File: src/rtl/alu_wb_seq.sv
// rtl/alu_wb_seq.sv - writeback sequencer between the ALU and the register file write port
//
// Serializes ALU results onto the single register file write port. Multiply and
// divide results (wb_kind 10/11) take two writes, Rd then R15, when MULDIV_WB_EN
// is defined; otherwise they are written to Rd only. An overflow on an accepted
// result suppresses the write and latches an exception with the faulting PC.
//
// Optional feature macro: MULDIV_WB_EN
//
// Ports:
//   clk, rst           clock (rising edge), asynchronous active-high reset
//   in_valid/in_ready  EX-stage handshake; stall = ~in_ready
//   aluRslt            [15:0] low word, [31:16] product high word
//   aluRsltR15         divide remainder
//   ovExcep            overflow flag for this result
//   rd, wb_kind, pc_in destination, writeback kind, PC of the instruction
//   regWrite/wrAddr/wrData  registered register file write port
//   excep, epc         overflow exception pending and faulting PC
//   excep_clr          exception acknowledge from the handler
module alu_wb_seq #(
  parameter int                DATA_W   = 16,
  parameter int                REG_AW   = 4,
  parameter logic [REG_AW-1:0] R15_ADDR = 4'hF
) (
  input  logic              clk,
  input  logic              rst,
  input  logic              in_valid,
  output logic              in_ready,
  input  logic [31:0]       aluRslt,
  input  logic [15:0]       aluRsltR15,
  input  logic              ovExcep,
  input  logic [REG_AW-1:0] rd,
  input  logic [1:0]        wb_kind,
  input  logic [15:0]       pc_in,
  output logic              regWrite,
  output logic [REG_AW-1:0] wrAddr,
  output logic [DATA_W-1:0] wrData,
  output logic              excep,
  output logic [15:0]       epc,
  input  logic              excep_clr
);

  typedef enum logic [1:0] {
    IDLE   = 2'd0,
    WR_R15 = 2'd1,
    EXCEP  = 2'd2
  } state_t;

  state_t              state_q;
  logic                reg_write_q;
  logic [REG_AW-1:0]   wr_addr_q;
  logic [DATA_W-1:0]   wr_data_q;
  logic                excep_q;
  logic [15:0]         epc_q;
  logic [DATA_W-1:0]   held_q;      // upper word waiting for the R15 write
  logic                accept;

  // Ready drops combinationally with rst so nothing is accepted during reset.
  assign in_ready = (state_q == IDLE) & ~rst;
  assign accept   = in_valid & in_ready;

`ifndef MULDIV_WB_EN
  // High word and remainder only matter for the dual-write sequence.
  logic unused_hi;
  assign unused_hi = ^{aluRsltR15, aluRslt[31:16]};
`endif

  always_ff @(posedge clk or posedge rst) begin
    if (rst) begin
      state_q     <= IDLE;
      reg_write_q <= 1'b0;
      wr_addr_q   <= '0;
      wr_data_q   <= '0;
      excep_q     <= 1'b0;
      epc_q       <= '0;
      held_q      <= '0;
    end else begin
      case (state_q)
        IDLE: begin
          reg_write_q <= 1'b0;
          if (accept) begin
            if (ovExcep) begin
              epc_q   <= pc_in;
              excep_q <= 1'b1;
              state_q <= EXCEP;
            end else if (wb_kind != 2'b00) begin
              reg_write_q <= 1'b1;
              wr_addr_q   <= rd;
              wr_data_q   <= aluRslt[15:0];
`ifdef MULDIV_WB_EN
              if (wb_kind[1]) begin
                // 10: product high word, 11: remainder
                held_q  <= wb_kind[0] ? aluRsltR15 : aluRslt[31:16];
                state_q <= WR_R15;
              end
`endif
            end
          end
        end
        WR_R15: begin
          reg_write_q <= 1'b1;
          wr_addr_q   <= R15_ADDR;
          wr_data_q   <= held_q;
          state_q     <= IDLE;
        end
        EXCEP: begin
          reg_write_q <= 1'b0;
          if (excep_clr) begin
            excep_q <= 1'b0;
            state_q <= IDLE;
          end
        end
        default: begin
          reg_write_q <= 1'b0;
          state_q     <= IDLE;
        end
      endcase
    end
  end

  assign regWrite = reg_write_q;
  assign wrAddr   = wr_addr_q;
  assign wrData   = wr_data_q;
  assign excep    = excep_q;
  assign epc      = epc_q;

endmodule

File: config.mk
export PLATFORM = sky130hd
export DESIGN_NAME = alu_wb_seq
export DESIGN_NICKNAME = d
export VERILOG_FILES = /design/src/rtl/alu_wb_seq.sv
export SDC_FILE = /design/constraint.sdc
export NUM_CORES = 1
export LEC_CHECK = 0
export ABC_CLOCK_PERIOD_IN_PS = 1400
export BUFFER_PORTS_ARGS = -buffer_cell sky130_fd_sc_hd__buf_2
export CORE_ASPECT_RATIO = 1.75
export CORE_MARGIN = 1
export CORE_UTILIZATION = 35
export DETAILED_ROUTE_END_ITERATION = 7
export GPL_TIMING_DRIVEN = 1
export PLACE_DENSITY = 0.77
export REMOVE_ABC_BUFFERS = 1
export SLEW_MARGIN = 20
export SYNTH_ARGS = -nofsm -noshare
export SYNTH_HDL_FRONTEND = slang
export SYNTH_SLANG_ARGS = --single-unit
File: constraint.sdc
create_clock -name clk -period 1.4 [get_ports clk]
set_input_delay 0.28 -clock clk [delete_from_list [all_inputs] [get_ports clk]]
set_output_delay 0.28 -clock clk [all_outputs]
set_load 0.1 [all_outputs]
==> flow_summary_export.csv, run 1 <==
group,metric,value,unit
layout,multi_input_area,574.3,µm²
setup_path,start_kind,"flip-flop",
sta,slew_viol_final,0,
layout,final_cells,230,
global_routing,grt_max_degree,23,
sta,max-slew-margin-rel,67.11,%
setup_path,rrSetupSlack,-90,ps
layout,finalInstanceArea,2293,µm²
global_routing,grt_pass1_vias,1039,
setup_path,cp.required,1570,ps
worst_hold_path,hold_class,"in2async",
clock_tree,clockRootBuffer,"clkbuf_8",
route,finalWirelength,3.348,mm
global_routing,grt_pass1_wl,4.912,mm
setup_path,worst_setup_path_end_kind,"flip-flop",
power,switching_share,52.59,%
floorplanning,io_pins,114,
setup_path,criticalPathCategory,"reg2reg",
clock_tree,path_clk_slew,80,ps
power,seqPwrFrac,28.9,%
synth,async_flop_share,100.0,%
global_routing,met3_usage,3.231,%
place,place_area,2043,µm²
synth,yosysTopAreaCellShare,62.91,%
sta,period_needed,1495,ps
synth,synth.yosys.warnings,16,
sta,layout_setup_ws,-94.55,ps
synth,ys_top_cells_by_area,"dfrtp_1 (63%), mux2_2 (20%), mux2_4 (8.9%), nor4b_4 (1.6%), buf_6 (1.5%)",
route,drt_iter0_drc,3,
global_routing,grt.busiest_layer,"met2",
place,place_congestion,0.7071,
route,route.detailed.drc,0,
clock_tree,clk_latency,290,ps
sta,hold_viol,0,
layout,regArea,952.2,µm²
sta,skew,5.975,ps
setup_path,crit_fanout,4,
power,combPwrFrac,53.8,%
run_status,run_status,"finished, violations left",
layout,fillers,380,
place,dp.cells,217,
place,numPortBuffers,81,
sta,fin_crit_sh,106.8,%
synth,synth-edff-count,0,
synth,yosysTopAreaCell,"dfrtp_1",
route,num_vias,1062,
global_routing,grtUsageMet1,17.52,%
synth,synthCells,85,
global_routing,overflow,0,
synth,yosysMostFrequentCell,"dfrtp_1",
route,ant_nets,0,
floorplanning,design.core.area,4150,µm²
layout,drive_gt1_share,77.90,%
flow_run,drv_cap,0,
clock_tree,cts.path.max_buffers,2,
clock_tree,cts_tree,"built",
global_routing,antenna_found_initial,0,
setup_path,arrival,1660,ps
global_routing,use_met2,24.91,%
route,dr.pass1.iters,2,
sta,worstMarginPinSlew,496.7,ps
layout,nets,255,
floorplanning,rows,31,
global_routing,grtUsageTotal,15.01,%
run_status,violations,"negative setup slack",
floorplanning,die_h,88.93,µm
synth,ys_seq_area_share,62.91,%
synth,netlist-cell-type-count,12,
clock_tree,ctsHtreeMaxLevel,2,
power,vdd_drop_max,1.279,mV
layout,antenna_cells,0,
synth,ys_top_cells_by_count,"dfrtp_1 (38), mux2_2 (27), mux2_4 (9)",
power,clock_power_share,17.4,%
clock_tree,cts_num_sinks,38,
synth,avgSynthCellArea,17.78,µm²
route,routedWlPerCell,14.56,µm
clock_tree,cts_buffers,5,
route,via_per_inst,4.617,
synth,ys_seq_elements,38,
sta,setup_violations,37,
floorplanning,dieArea,4595,µm²
power,internal_power,2.435,mW
floorplanning,die_width,51.68,µm
synth,synth_area,1511,µm²
sta,tns,-2231,ps
layout,area_growth,51.74,%
power,leakagePower,1.175,nW
power,power_density,2240,nW/µm²
power,power_switching,2.702,mW
synth,synth_ff_type,"dfrtp_1",
floorplanning,initial_core_util,36.42,%
sta,max_freq,0.6691,GHz
place,hpwl,2.297,mm
sta,rsz0062_at_grt,"yes",
## area by class of cell
class	instances	share of cell area (%)
Sequential cell	38	41.52
Timing Repair Buffer	92	25.70
Multi-Input combinational cell	41	25.04
Clock buffer	5	3.001
Tap cell	49	2.673
Clock inverter	3	1.746
Inverter	2	0.3273
## placed cells by master (no fill, tap or decap)
| cell | instances |
|---|---|
| nor4bb_4 | 1 |
| clkbuf_4 | 3 |
| nor4b_4 | 1 |
| buf_6 | 1 |
| mux2_4 | 22 |
| o21bai_4 | 1 |
| mux2_2 | 14 |
| clkinv_2 | 2 |
| a21o_1 | 1 |
| inv_1 | 2 |
| clkbuf_16 | 2 |
| bufinv_16 | 1 |
| clkbuf_8 | 5 |
| dfrtp_1 | 37 |
| buf_2 | 76 |
| buf_12 | 4 |
| buf_4 | 6 |
| nor2_4 | 1 |
| dfrtp_2 | 1 |
## per-layer routing
layer / part of all wire [%] / wire [µm] / vias to the layer above
met5: 0 / 0 / -
met2: 53 / 1783 / 47
met4: 2.3 / 77 / 0
met3: 5.1 / 171 / 6
met1: 39 / 1316 / 525
li1: - / - / 484
## power by group through the flow
stage / clock network [mW] / registers (mW) / logic (mW)
global placement: 0 / 1.48 / 2.66
global route: 0.966 / 1.52 / 2.83
CTS: 0.921 / 1.48 / 2.73
finish: 0.892 / 1.48 / 2.76
detailed placement: 0 / 1.50 / 2.68
floorplan: 0 / 3.39 / 0.332
## kinds of logic after synthesis
kind of cell           after synthesis  synth area share (%)
AO/OA/AOI/OAI                        2                 1.739
flip-flops                          38                 62.91
buffers and inverters                6                 3.808
AND/OR/NAND/NOR                      3                 2.483
multiplexers                        36                 29.06
## stage by stage
step                hold WS, ps  power, mW  utilization (%)  worst slack (ps)
finish                    217.5      5.137            55.26            -94.55
global route              212.8      5.318            55.26            -145.5
CTS                       212.2      5.126            53.75            -96.73
detailed placement        489.8      4.178            49.23            -128.8
global placement          483.1      4.145            49.23            -108.3
floorplan                 428.1      3.723                -             -2318
## sequential cells by signal, indices dropped and copies added (netlist names)
| signal | cells |
|---|---|
| epc | 16 |
| excep | 1 |
| regWrite | 1 |
| wrAddr | 4 |
| wrData | 16 |
## worst max-delay path: stages (launching register included)
cell       delay (ps)
dfrtp_2           460
nor4bb_4          300
buf_4             190
clkbuf_16         140
mux2_4            300
## worst paths after layout
kind | to | cells after the start | from
worst max-delay path | epc[10] | 4 | excep
worst min-delay path | wrData[14] | 4 | rst
worst max register to register | epc[10] | 4 | excep
worst min register to register | wrData[0] | 1 | wrData[0]
max in group asynchronous | excep | 4 | rst
min in group clk | wrData[13] | 2 | aluRslt[13]
## what timing repair did
item	CTS	global route
setup buffers	2	1
cloned	1	1
resized for setup	9	12
setup endpoints to repair	38	41
pin swaps	2	0
hold buffers	0	0
Note: power is estimated with default switching activity, not from simulation.
==> run 2, diff against run 1 <==
ABC_CLOCK_PERIOD_IN_PS = 1300   (was 1400)
clock period = 1.3 ns   (was 1.4 ns; I/O delays follow)
==> flow_summary_export.csv, run 2 (same netlist as run 1, synthesis figures left out) <==
group,metric,value,unit
route,dr.pass1.iters,3,
layout,fillers,274,
global_routing,grt_max_degree,23,
setup_path,criticalPathCategory,"reg2out",
layout,area_growth,89.07,%
sta,setup_violations,38,
clock_tree,cts.path.max_buffers,2,
layout,drive_gt1_share,77.22,%
global_routing,use_met2,29.28,%
setup_path,arrival,1200,ps
sta,max-slew-margin-rel,68.01,%
worst_hold_path,hold_class,"in2async",
floorplanning,dieArea,4595,µm²
route,finalWirelength,3.846,mm
clock_tree,cts_tree,"built",
power,clock_power_share,12.5,%
global_routing,grt.busiest_layer,"met2",
setup_path,worst_setup_path_end_kind,"output pin",
power,switching_share,47.73,%
clock_tree,cts_num_sinks,38,
layout,nets,254,
setup_path,cp.required,1040,ps
sta,layout_setup_ws,-164.6,ps
layout,antenna_cells,0,
floorplanning,initial_core_util,36.42,%
place,place_congestion,0.7387,
global_routing,antenna_found_initial,0,
clock_tree,path_clk_slew,70,ps
layout,final_common_cell,"buf_2",
power,combPwrFrac,60.2,%
clock_tree,ctsHoldBuffers,0,
layout,fin_util,68.86,%
layout,layout_common_cells,"buf_2 (43), buf_12 (40), dfrtp_1 (37)",
route,route.detailed.drc,0,
flow_run,drv_cap,0,
sta,hold_ws,191.0,ps
global_routing,grt_pass1_vias,1147,
clock_tree,ctsHtreeMaxLevel,2,
run_status,violations,"negative setup slack",
sta,worstMarginPinSlew,483.1,ps
global_routing,grtUsageMet1,18.13,%
sta,slew_viol_final,0,
floorplanning,die_width,51.68,µm
power,seqPwrFrac,27.3,%
power,power_density,2272,nW/µm²
power,internal_power,3.394,mW
route,routedWlPerCell,16.79,µm
power,leakagePower,1.390,nW
setup_path,crit_fanout,3,
power,power.total,6.493,mW
power,vdd_drop_max,1.763,mV
route,ant_nets,0,
clock_tree,cts_buffers,5,
floorplanning,rows,31,
sta,fin_crit_sh,112.7,%
floorplanning,design.core.area,4150,µm²
route,drt_iter0_drc,3,
clock_tree,clockRootBuffer,"clkbuf_8",
sta,skew,2.666,ps
global_routing,grt_pass1_wl,5.382,mm
setup_path,start_kind,"flip-flop",
clock_tree,clk_latency,280,ps
floorplanning,die_h,88.93,µm
global_routing,met3_usage,3.061,%
route,num_vias,1071,
place,dp_slack,-207.5,ps
power,power_switching,3.099,mW
floorplanning,io_pins,114,
route,via_per_inst,4.677,
sta,hold_viol,0,
global_routing,grtUsageTotal,16.46,%
sta,max_freq,0.6828,GHz
place,numPortBuffers,81,
sta,period_needed,1465,ps
global_routing,overflow,0,
place,hpwl,2.656,mm
sta,rsz0062_at_grt,"yes",
run_status,run_status,"finished, violations left",
## run 2: cell type report
| type | count | area (µm²) | share of cell area [%] |
|---|---|---|---|
| Clock buffer | 7 | 86.33 | 3.021 |
| Clock inverter | 1 | 5.005 | 0.1751 |
| Inverter | 2 | 7.507 | 0.2627 |
| Multi-Input combinational cell | 41 | 626.9 | 21.94 |
| Sequential cell | 38 | 952.2 | 33.32 |
| Tap cell | 49 | 61.31 | 2.145 |
| Timing Repair Buffer | 91 | 1119 | 39.14 |
## run 2: worst max-delay path, stage by stage, from the launching register on
cell and delay, ps:
dfrtp_2 450, buf_4 170, nor2_4 120, buf_12 180
## run 2: final timing paths
check | end | start | slack [ps] | depth (start not counted)
max | in_ready | excep | -160 | 3
min | wrData[15] | rst | 190 | 4
max reg2reg | epc[0] | excep | -150 | 3
min reg2reg | epc[6] | epc[6] | 570 | 1
max in group asynchronous | excep | rst | 850 | 4
min in group clk | wrData[12] | aluRslt[12] | 200 | 2
## run 2: timing repair
| action | 4_1_cts | 5_1_grt |
|---|---|---|
| buffers inserted | 0 | 1 |
| endpoints found under the hold margin | 0 | 0 |
| pin swaps | 0 | 1 |
| endpoints found under the setup margin | 38 | 38 |
| gates resized for setup | 12 | 19 |
| cloned | 0 | 3 |
## run 2: power groups by stage
stage	clock network (mW)	registers (mW)	logic, mW
after global placement	0	1.76	3.74
after detailed placement	0	1.78	3.77
after floorplan	0	3.65	0.358
after global routing	0.892	1.80	3.99
after CTS	0.844	1.77	3.82
final	0.811	1.77	3.91
## run 2: stage by stage
step	cell area, µm²	cells	TNS (ps)
6_report	2858	229	-4564
3_5_place_dp	2584	217	-6392
2_1_floorplan	1461	81	-61170
3_3_place_gp	2584	217	-5931
4_1_cts	2718	225	-5937
5_1_grt	2858	229	-6447
## run 2: per-layer routing
layer | vias up | wire length [µm]
li1 | 485 | -
met1 | 528 | 1509
met2 | 50 | 2069
met3 | 8 | 166
met4 | 0 | 100
met5 | - | 0
==> run 3, diff against run 2 <==
REMOVE_ABC_BUFFERS = unset   (was 1)
==> flow_summary_export.csv, run 3 (same netlist as run 1, synthesis figures left out) <==
group,metric,value,unit
run_status,run_status,"finished, violations left",
run_status,violations,"negative setup slack",
global_routing,antenna_found_initial,0,
clock_tree,cts_buffers,5,
sta,layout_setup_ws,-210.3,ps
route,dr.pass1.iters,2,
route,finalWirelength,3.538,mm
floorplanning,die_width,51.68,µm
floorplanning,design.core.area,4150,µm²
route,num_vias,1044,
setup_path,worst_setup_path_end_kind,"flip-flop",
sta,rsz0062_at_grt,"yes",
route,via_per_inst,4.500,
route,ant_nets,0,
clock_tree,ctsHoldBuffers,0,
power,leakagePower,1.409,nW
clock_tree,clk_latency,290,ps
global_routing,grt_max_degree,22,
sta,period_needed,1510,ps
layout,drive_gt1_share,78.14,%
route,route.detailed.drc,0,
layout,antenna_cells,0,
worst_hold_path,hold_class,"in2async",
place,hpwl,2.711,mm
sta,max_freq,0.6621,GHz
clock_tree,cts_num_sinks,38,
layout,fillers,270,
clock_tree,cts_tree,"built",
route,routedWlPerCell,15.25,µm
sta,max-slew-margin-rel,81.44,%
floorplanning,io_pins,114,
layout,nets,257,
global_routing,grt_pass1_wl,5.437,mm
flow_run,drv_cap,0,
global_routing,grt_pass1_vias,1088,
clock_tree,ctsHtreeMaxLevel,2,
setup_path,arrival,1680,ps
setup_path,cp.required,1470,ps
power,power_density,2280,nW/µm²
layout,final_common_cell,"buf_2",
global_routing,grtUsageTotal,16.91,%
power,power.total,6.590,mW
sta,hold_viol,0,
floorplanning,die_h,88.93,µm
place,place_congestion,0.7078,
clock_tree,path_clk_slew,70,ps
sta,slew_viol_final,0,
route,drt_iter0_drc,5,
floorplanning,initial_core_util,36.42,%
clock_tree,cts.path.max_buffers,2,
clock_tree,clockRootBuffer,"clkbuf_8",
place,dp_slack,-209.3,ps
sta,tns,-6686,ps
sta,worstMarginPinSlew,278.0,ps
floorplanning,dieArea,4595,µm²
sta,setup_violations,38,
setup_path,start_kind,"flip-flop",
floorplanning,rows,31,
power,vdd_drop_max,1.744,mV
layout,area_growth,91.22,%
synth,synth_nets,160,
sta,fin_crit_sh,116.2,%
sta,skew,7.455,ps
global_routing,overflow,0,
place,numPortBuffers,81,
setup_path,crit_fanout,9,
layout,layout_common_cells,"buf_2 (42), buf_12 (39), dfrtp_1 (37)",
setup_path,criticalPathCategory,"reg2reg",
run 3: final cells by class:
type | instances | area [µm²] | share of cell area (%)
Inverter | 2 | 7.507 | 0.2597
Timing Repair Buffer | 94 | 1130 | 39.09
Sequential cell | 38 | 954.7 | 33.03
Multi-Input combinational cell | 41 | 626.9 | 21.69
Tap cell | 49 | 61.31 | 2.121
Clock buffer | 8 | 110.1 | 3.810
run 3: per-layer routing:
metal  vias up  track usage, %  part of all wire, %  wire length, µm
met5         -               0                    0                0
met2        43           28.45                   55             1945
li1        486               -                    -                -
met3         5           5.272                  5.8              206
met4         0           8.108                  1.9               66
met1       510           19.17                   37             1319
run 3: worst max-delay path, cell delays in order, from the launching register on:
cell and delay [ps]:
dfrtp_4 520, nor4bb_4 330, buf_6 220, mux2_4 310
run 3: timing repair:
item,CTS,global route
gates cloned,2,0
resized for setup,18,2
pin swaps,2,0
endpoints found under the setup margin,38,38
buffers inserted,1,1
run 3: report_power, final:
group | internal, mW | switching, mW | leakage (nW) | total, mW
logic | 1.51 | 2.38 | 0.898 | 3.89
clock network | 0.535 | 0.387 | 0.0575 | 0.922
registers | 1.46 | 0.312 | 0.453 | 1.77
run 3: worst paths after layout:
path / startpoint / endpoint / slack (ps) / cells past startpoint
hold / removal: rst / wrData[2] / 200 / 4
hold reg to reg: wrData[8] / wrData[8] / 570 / 1
min in group clk: aluRslt[13] / wrData[13] / 200 / 2
max in group asynchronous: rst / excep / 850 / 4
setup / recovery: excep / epc[6] / -210 / 3
setup reg to reg: excep / epc[6] / -210 / 3
run 3: stage by stage:
step | instances | area [µm²] | hold WS [ps] | util [%]
final | 232 | 2890 | 198.7 | 69.64
after floorplan | 85 | 1598 | 408.0 | -
after CTS | 231 | 2875 | 191.6 | 69.28
after detailed placement | 220 | 2683 | 493.9 | 64.64
after global routing | 232 | 2890 | 191.2 | 69.64
after global placement | 220 | 2683 | 490.4 | 64.64
